**src/rtl/dht_sensor_reader.sv**
```systemverilog
// ---------------------------------------------------------------------------
// dht_sensor_reader
//
// Master side of a DHT11-style single-wire sensor link. Produces the 8-bit
// humidity byte used by the humidity controller, plus the temperature byte.
//
// The controller issues the host start-low pulse and waits for the sensor
// response. It then decodes the 40-bit frame (MSB first) by measuring the
// width of each high phase, and finally verifies the byte checksum.
//
// The pin tristate lives outside this block: dq_oe=1 pulls the line low,
// and dq_in is the raw (asynchronous) line level.
//
// Ports:
//   clk          in   system clock
//   rst          in   synchronous reset, active-high
//   start        in   single-cycle read request (ignored while busy)
//   dq_in        in   raw sensor line level, asynchronous
//   dq_oe        out  1 = drive line low, 0 = release
//   busy         out  high from accepted start until return to IDLE
//   humidity_out out  integer humidity byte of the last good frame
//   temp_out     out  integer temperature byte of the last good frame
//   data_valid   out  one-cycle pulse on a good frame
//   checksum_err out  one-cycle pulse on a checksum mismatch
//   timeout_err  out  one-cycle pulse on an edge timeout
//
// Optional feature (compile-time macro DHT_AUTO_POLL_EN):
//   When defined, a read is also triggered internally once the controller
//   has been idle for POLL_PERIOD_US microseconds. This covers both the
//   time since reset release and the time since the previous return to
//   IDLE. When undefined, reads happen only on the start port.
// ---------------------------------------------------------------------------
module dht_sensor_reader #(
  parameter int TICKS_PER_US   = 50,
  parameter int START_LOW_US   = 18000,
  parameter int BIT_THRESH_US  = 40,
  parameter int TIMEOUT_US     = 200,
  parameter int POLL_PERIOD_US = 2000000
) (
  input  logic       clk,
  input  logic       rst,
  input  logic       start,
  input  logic       dq_in,
  output logic       dq_oe,
  output logic       busy,
  output logic [7:0] humidity_out,
  output logic [7:0] temp_out,
  output logic       data_valid,
  output logic       checksum_err,
  output logic       timeout_err
);

  // The microsecond timer has to hold the longest interval it is compared
  // against.
  localparam int SPAN_A_US = (START_LOW_US > POLL_PERIOD_US) ? START_LOW_US : POLL_PERIOD_US;
  localparam int SPAN_B_US = (TIMEOUT_US > BIT_THRESH_US) ? TIMEOUT_US : BIT_THRESH_US;
  localparam int SPAN_US   = (SPAN_A_US > SPAN_B_US) ? SPAN_A_US : SPAN_B_US;
  localparam int TW        = $clog2(SPAN_US + 1);
  localparam int PW        = (TICKS_PER_US > 1) ? $clog2(TICKS_PER_US) : 1;

  localparam logic [PW-1:0] PRESC_LAST = PW'(TICKS_PER_US - 1);
  localparam logic [TW-1:0] TIMER_SAT  = {TW{1'b1}};
  localparam logic [TW-1:0] START_T    = TW'(START_LOW_US);
  localparam logic [TW-1:0] THRESH_T   = TW'(BIT_THRESH_US);
  localparam logic [TW-1:0] TIMEOUT_T  = TW'(TIMEOUT_US);
`ifdef DHT_AUTO_POLL_EN
  localparam logic [TW-1:0] POLL_T     = TW'(POLL_PERIOD_US);
`endif

  typedef enum logic [2:0] {
    S_IDLE      = 3'd0,
    S_START_LOW = 3'd1,
    S_WAIT_RESP = 3'd2,
    S_RESP_LOW  = 3'd3,
    S_RESP_HIGH = 3'd4,
    S_BIT_LOW   = 3'd5,
    S_BIT_HIGH  = 3'd6,
    S_CHECK     = 3'd7
  } state_t;

  state_t        state_r;
  state_t        state_nx_s;
  logic [PW-1:0] presc_r;
  logic [PW-1:0] presc_nx_s;
  logic [TW-1:0] timer_r;
  logic [TW-1:0] timer_inc_s;
  logic [5:0]    bit_cnt_r;
  logic [39:0]   shift_r;
  logic          us_tick_s;
  logic          timeout_hit_s;
  logic          bit_val_s;
  logic          start_req_s;
  logic          dq_meta_r;
  logic          dq_sync_r;
  logic          dq_prev_r;
  logic          rise_s;
  logic          fall_s;

  // Sum of the four data bytes, modulo 256, as carried in the fifth byte.
  function automatic logic [7:0] frame_sum(input logic [39:0] frame);
    frame_sum = frame[39:32] + frame[31:24] + frame[23:16] + frame[15:8];
  endfunction

  // States in which the controller waits for the sensor to move the line.
  function automatic logic is_edge_wait(input state_t s);
    case (s)
      S_WAIT_RESP, S_RESP_LOW, S_RESP_HIGH, S_BIT_LOW, S_BIT_HIGH: is_edge_wait = 1'b1;
      default:                                                     is_edge_wait = 1'b0;
    endcase
  endfunction

  // Two-flop synchronizer plus a one-cycle history flop for edge detection.
  // The flops reset high so that an idle, pulled-up line shows no edge.
  always_ff @(posedge clk) begin
    if (rst) begin
      dq_meta_r <= 1'b1;
      dq_sync_r <= 1'b1;
      dq_prev_r <= 1'b1;
    end else begin
      dq_meta_r <= dq_in;
      dq_sync_r <= dq_meta_r;
      dq_prev_r <= dq_sync_r;
    end
  end

  assign rise_s = dq_sync_r & ~dq_prev_r;
  assign fall_s = ~dq_sync_r & dq_prev_r;

  // Prescaler wrap, saturating timer increment, and derived decisions.
  // Bit and timeout decisions use the timer value including this cycle's
  // tick. As a result, a high phase of N us measures exactly N.
  always_comb begin
    us_tick_s = (presc_r == PRESC_LAST);
    if (us_tick_s) begin
      presc_nx_s = {PW{1'b0}};
    end else begin
      presc_nx_s = presc_r + {{(PW-1){1'b0}}, 1'b1};
    end
    if (us_tick_s && (timer_r != TIMER_SAT)) begin
      timer_inc_s = timer_r + {{(TW-1){1'b0}}, 1'b1};
    end else begin
      timer_inc_s = timer_r;
    end
    timeout_hit_s = (timer_inc_s >= TIMEOUT_T);
    bit_val_s     = (timer_inc_s > THRESH_T);
`ifdef DHT_AUTO_POLL_EN
    // The timer restarts on entry to IDLE, so in IDLE it measures idle time.
    start_req_s = start | ((state_r == S_IDLE) && (timer_inc_s >= POLL_T));
`else
    start_req_s = start;
`endif
  end

  // Next-state decode; the timeout always wins over a coincident edge.
  always_comb begin
    state_nx_s = state_r;
    case (state_r)
      S_IDLE: begin
        if (start_req_s) state_nx_s = S_START_LOW;
        else             state_nx_s = S_IDLE;
      end
      S_START_LOW: begin
        if (timer_inc_s >= START_T) state_nx_s = S_WAIT_RESP;
        else                        state_nx_s = S_START_LOW;
      end
      S_WAIT_RESP: begin
        if (timeout_hit_s) state_nx_s = S_IDLE;
        else if (fall_s)   state_nx_s = S_RESP_LOW;
        else               state_nx_s = S_WAIT_RESP;
      end
      S_RESP_LOW: begin
        if (timeout_hit_s) state_nx_s = S_IDLE;
        else if (rise_s)   state_nx_s = S_RESP_HIGH;
        else               state_nx_s = S_RESP_LOW;
      end
      S_RESP_HIGH: begin
        if (timeout_hit_s) state_nx_s = S_IDLE;
        else if (fall_s)   state_nx_s = S_BIT_LOW;
        else               state_nx_s = S_RESP_HIGH;
      end
      S_BIT_LOW: begin
        if (timeout_hit_s) state_nx_s = S_IDLE;
        else if (rise_s)   state_nx_s = S_BIT_HIGH;
        else               state_nx_s = S_BIT_LOW;
      end
      S_BIT_HIGH: begin
        if (timeout_hit_s) begin
          state_nx_s = S_IDLE;
        end else if (fall_s) begin
          if (bit_cnt_r == 6'd39) state_nx_s = S_CHECK;
          else                    state_nx_s = S_BIT_LOW;
        end else begin
          state_nx_s = S_BIT_HIGH;
        end
      end
      S_CHECK: state_nx_s = S_IDLE;
      default: state_nx_s = S_IDLE;
    endcase
  end

  // Protocol FSM: state, timebase, frame capture and all registered outputs.
  always_ff @(posedge clk) begin
    if (rst) begin
      state_r      <= S_IDLE;
      presc_r      <= {PW{1'b0}};
      timer_r      <= {TW{1'b0}};
      bit_cnt_r    <= 6'd0;
      shift_r      <= 40'd0;
      dq_oe        <= 1'b0;
      busy         <= 1'b0;
      humidity_out <= 8'd0;
      temp_out     <= 8'd0;
      data_valid   <= 1'b0;
      checksum_err <= 1'b0;
      timeout_err  <= 1'b0;
    end else begin
      state_r <= state_nx_s;
      // The prescaler restarts together with the timer. This keeps each
      // width measurement independent of the free-running tick phase.
      if (state_nx_s != state_r) begin
        presc_r <= {PW{1'b0}};
        timer_r <= {TW{1'b0}};
      end else begin
        presc_r <= presc_nx_s;
        timer_r <= timer_inc_s;
      end

      dq_oe        <= (state_nx_s == S_START_LOW);
      busy         <= (state_nx_s != S_IDLE);
      data_valid   <= 1'b0;
      checksum_err <= 1'b0;
      // In the edge-wait states, the only exit to IDLE is a timeout.
      timeout_err  <= is_edge_wait(state_r) && (state_nx_s == S_IDLE);

      case (state_r)
        S_RESP_HIGH: begin
          if (state_nx_s == S_BIT_LOW) bit_cnt_r <= 6'd0;
        end
        S_BIT_HIGH: begin
          if ((state_nx_s == S_BIT_LOW) || (state_nx_s == S_CHECK)) begin
            shift_r   <= {shift_r[38:0], bit_val_s};
            bit_cnt_r <= bit_cnt_r + 6'd1;
          end
        end
        S_CHECK: begin
          // Bytes 1 and 3 (decimal parts) only take part in the checksum.
          if (frame_sum(shift_r) == shift_r[7:0]) begin
            humidity_out <= shift_r[39:32];
            temp_out     <= shift_r[23:16];
            data_valid   <= 1'b1;
          end else begin
            checksum_err <= 1'b1;
          end
        end
        default: begin
        end
      endcase
    end
  end

endmodule

```
**config.mk**
```make
export PLATFORM = sky130hd
export DESIGN_NAME = dht_sensor_reader
export DESIGN_NICKNAME = d
export VERILOG_FILES = /design/src/rtl/dht_sensor_reader.sv
export SDC_FILE = /design/constraint.sdc
export NUM_CORES = 1
export LEC_CHECK = 0
export CELL_PAD_IN_SITES_DETAIL_PLACEMENT = 0
export CELL_PAD_IN_SITES_GLOBAL_PLACEMENT = 1
export CORE_ASPECT_RATIO = 1.1
export CORE_MARGIN = 8
export CORE_UTILIZATION = 40
export DETAILED_ROUTE_END_ITERATION = 10
export PLACE_DENSITY = 0.8
export SLEW_MARGIN = 20
export SYNTH_ARGS = -nofsm -noshare
export SYNTH_HDL_FRONTEND = slang
export SYNTH_SLANG_ARGS = --single-unit
```
**constraint.sdc**
```tcl
create_clock -name clk -period 7 [get_ports clk]
set_input_delay 2.1 -clock clk [delete_from_list [all_inputs] [get_ports clk]]
set_output_delay 2.1 -clock clk [all_outputs]
set_load 0.005 [all_outputs]
```
==> metrics.csv <==
metric,value,unit
total setup buffers inserted after CTS,0,
drt total wl,12600,um
top_reg_cell synth,dfxtp_1,
DRC errors left,0,
input/output buffers,24,
syn_area_per_cell,8.45,um2
# diodes,0,
first-pass iteration count of the detailed router,4,
YS warnings,0,
final worst-path cycle share,0.594,
Die Y,139,um
Die ar.,0.0177,mm2
Wirelength per Cell,15.0,um
Async SR Flop Fraction,0,
cell area after placement,0.00583,mm2
Mapped Area,0.00548,mm2
outcome,"complete, no violations",
Clock Latency Late Sink,0.36,ns
CP Data Arrival Time,4.41,ns
Hold Crit Class,register to register,
H-tree lvl count,3,
"commonest non-fill, non-tap cell in the layout",nand2_1,
GRT Util Overall,0.148,
final net count,678,
#FFs+latches synth,100,
# clock sinks,100,
Vias/cell,5.35,
CTS root buf,clkbuf_16,
GRT overflow,0,
Fin. Hold Viols,0,
hold_ws,0.423,ns
startpoint types,register,
setup TNS,0,ns
largest net degree at the start of global routing,75,
Worst-path clk slew,0.07,ns
Final Setup Violations,0,
Slew @ Worst Pin,0.918,ns
Final Skew,0.00820,ns
synth-to-layout area growth,11.7,%
vias in the first global route,4497,
I/O pins,25,
MaxCap Viol Count,0,
PD cells,177,mW/mm2
Num CTS Buffers,9,
Yosys cell types,61,
Post-synth EDFFs,0,
via count,4507,
core area,0.0136,mm2
final instance area,0.00611,mm2
sequential fraction of the synthesis area,0.366,
Rel. slew slack,0.372,
clock tree buffer depth,2,
critical path type,register to register,
CTS tree,done,
post-layout min period,4.16,ns
Worst Path Required,7.26,ns
Rows,45,
share of layout cells above drive strength 1,0.0734,
DIE WIDTH,128,um
initial antenna violation count,0,
# hold bufs at CTS,0,
most frequent cells in the layout,"nand2_1 (111), dfxtp_1 (100), a21oi_1 (61)",
RSZ-0062 raised after global routing,no,
1st-iter DRT viols,271,
DPL Wire Length,8920,um
Post-DRT Antenna Nets,0,
max-slew violations,0,
Lkg Pwr,2.08,nW
Starting Density,0.404,
gpl congestion,0.888,
Resized Gates After CTS,0,
Synth Instances,648,
worst vdd ir,0.160,mV
syn_nets,677,
Max Fclk,0.241,GHz
Worst Path Max Fanout,27,
first-pass GRT wire length,21400,um
critical path endpoint category,register,
cell type report:
cell class                 count  area (um2)
clock buffer                   9         225
clock inverter                 7        58.8
sequential                   100        2000
multi-input combinational    493        3260
timing repair buffer          30         280
tap                          188         235
fill                        1325        7450
inverter                      15        56.3
critical path: stages (launching register included):
cell and delay [ns]:
dfxtp_1 0.37, ha_1 0.34, and4_1 0.29, and3_1 0.26, a2111oi_0 0.86, mux2_2 0.34, nand4_4 0.15, nor3_1 0.36
o2bb2ai_1 0.25, nand4b_4 0.43, nor4_1 0.39
cell families (layout without fill, tap and decap cells):
family,Yosys count,in the layout,synth area share
AO/OA/AOI/OAI,118,118,0.137
XOR/XNOR,41,41,0.0656
adder cells (fa/ha/maj),25,25,0.0763
buffers and inverters,55,61,0.0407
flip-flops,100,100,0.366
multiplexers,25,25,0.0464
AND/OR/NAND/NOR,284,284,0.269
synthesized netlist by cell type (5+ instances only):
cell type	instances	area share
a21oi_1	61	0.056
a31oi_1	9	0.010
and3_1	9	0.010
buf_2	13	0.012
clkbuf_1	26	0.018
dfxtp_1	100	0.37
fa_1	14	0.051
ha_1	11	0.025
inv_1	15	0.010
mux2i_1	22	0.040
nand2_1	111	0.076
nand2b_1	7	0.0080
nand3_1	18	0.016
nand4_1	11	0.013
nor2_1	40	0.027
nor2b_1	5	0.0057
nor3_1	37	0.034
nor4_1	15	0.017
o21ai_0	11	0.010
or2_2	6	0.0069
xnor2_1	28	0.045
xor2_1	13	0.021
state kept, by name, summed over array words and instances (netlist names):
signal        flops
timeout_err       1
humidity_out      8
dq_sync_r         1
dq_prev_r         1
presc_r           6
checksum_err      1
busy              1
temp_out          8
shift_r          40
dq_meta_r         1
bit_cnt_r         6
timer_r          21
state_r           3
data_valid        1
dq_oe             1
where the power goes:
| group | internal, mW | leakage (nW) | total [mW] | switching (mW) |
|---|---|---|---|---|
| sequential | 0.571 | 0.807 | 0.575 | 0.00314 |
| combinational | 0.00802 | 1.13 | 0.0253 | 0.0173 |
| clock | 0.247 | 0.144 | 0.485 | 0.238 |
stage by stage:
stage / instances / worst slack (ns) / total power [mW] / utilization
2_1_floorplan: 648 / 2.99 / 0.605 / -
3_3_place_gp: 826 / 2.95 / 0.613 / 0.430
3_5_place_dp: 826 / 2.84 / 0.614 / 0.430
4_1_cts: 842 / 2.81 / 1.10 / 0.451
5_1_grt: 842 / 2.42 / 1.12 / 0.451
6_report: 842 / 2.84 / 1.09 / 0.451
worst paths after layout:
| kind | start | end | slack, ns | cells past startpoint |
|---|---|---|---|---|
| setup / recovery | timer_r[0] | presc_r[5] | 2.84 | 10 |
| hold / removal | dq_meta_r | dq_sync_r | 0.42 | 1 |
| setup reg to reg | timer_r[0] | presc_r[5] | 2.84 | 10 |
| hold reg to reg | dq_meta_r | dq_sync_r | 0.42 | 1 |
metal layers:
metal,GRT usage,share of wire
met1,0.169,0.44
met2,0.250,0.49
met3,0.0427,0.043
met4,0.0639,0.028
met5,0,0
Power figures use the tool's default switching activity.
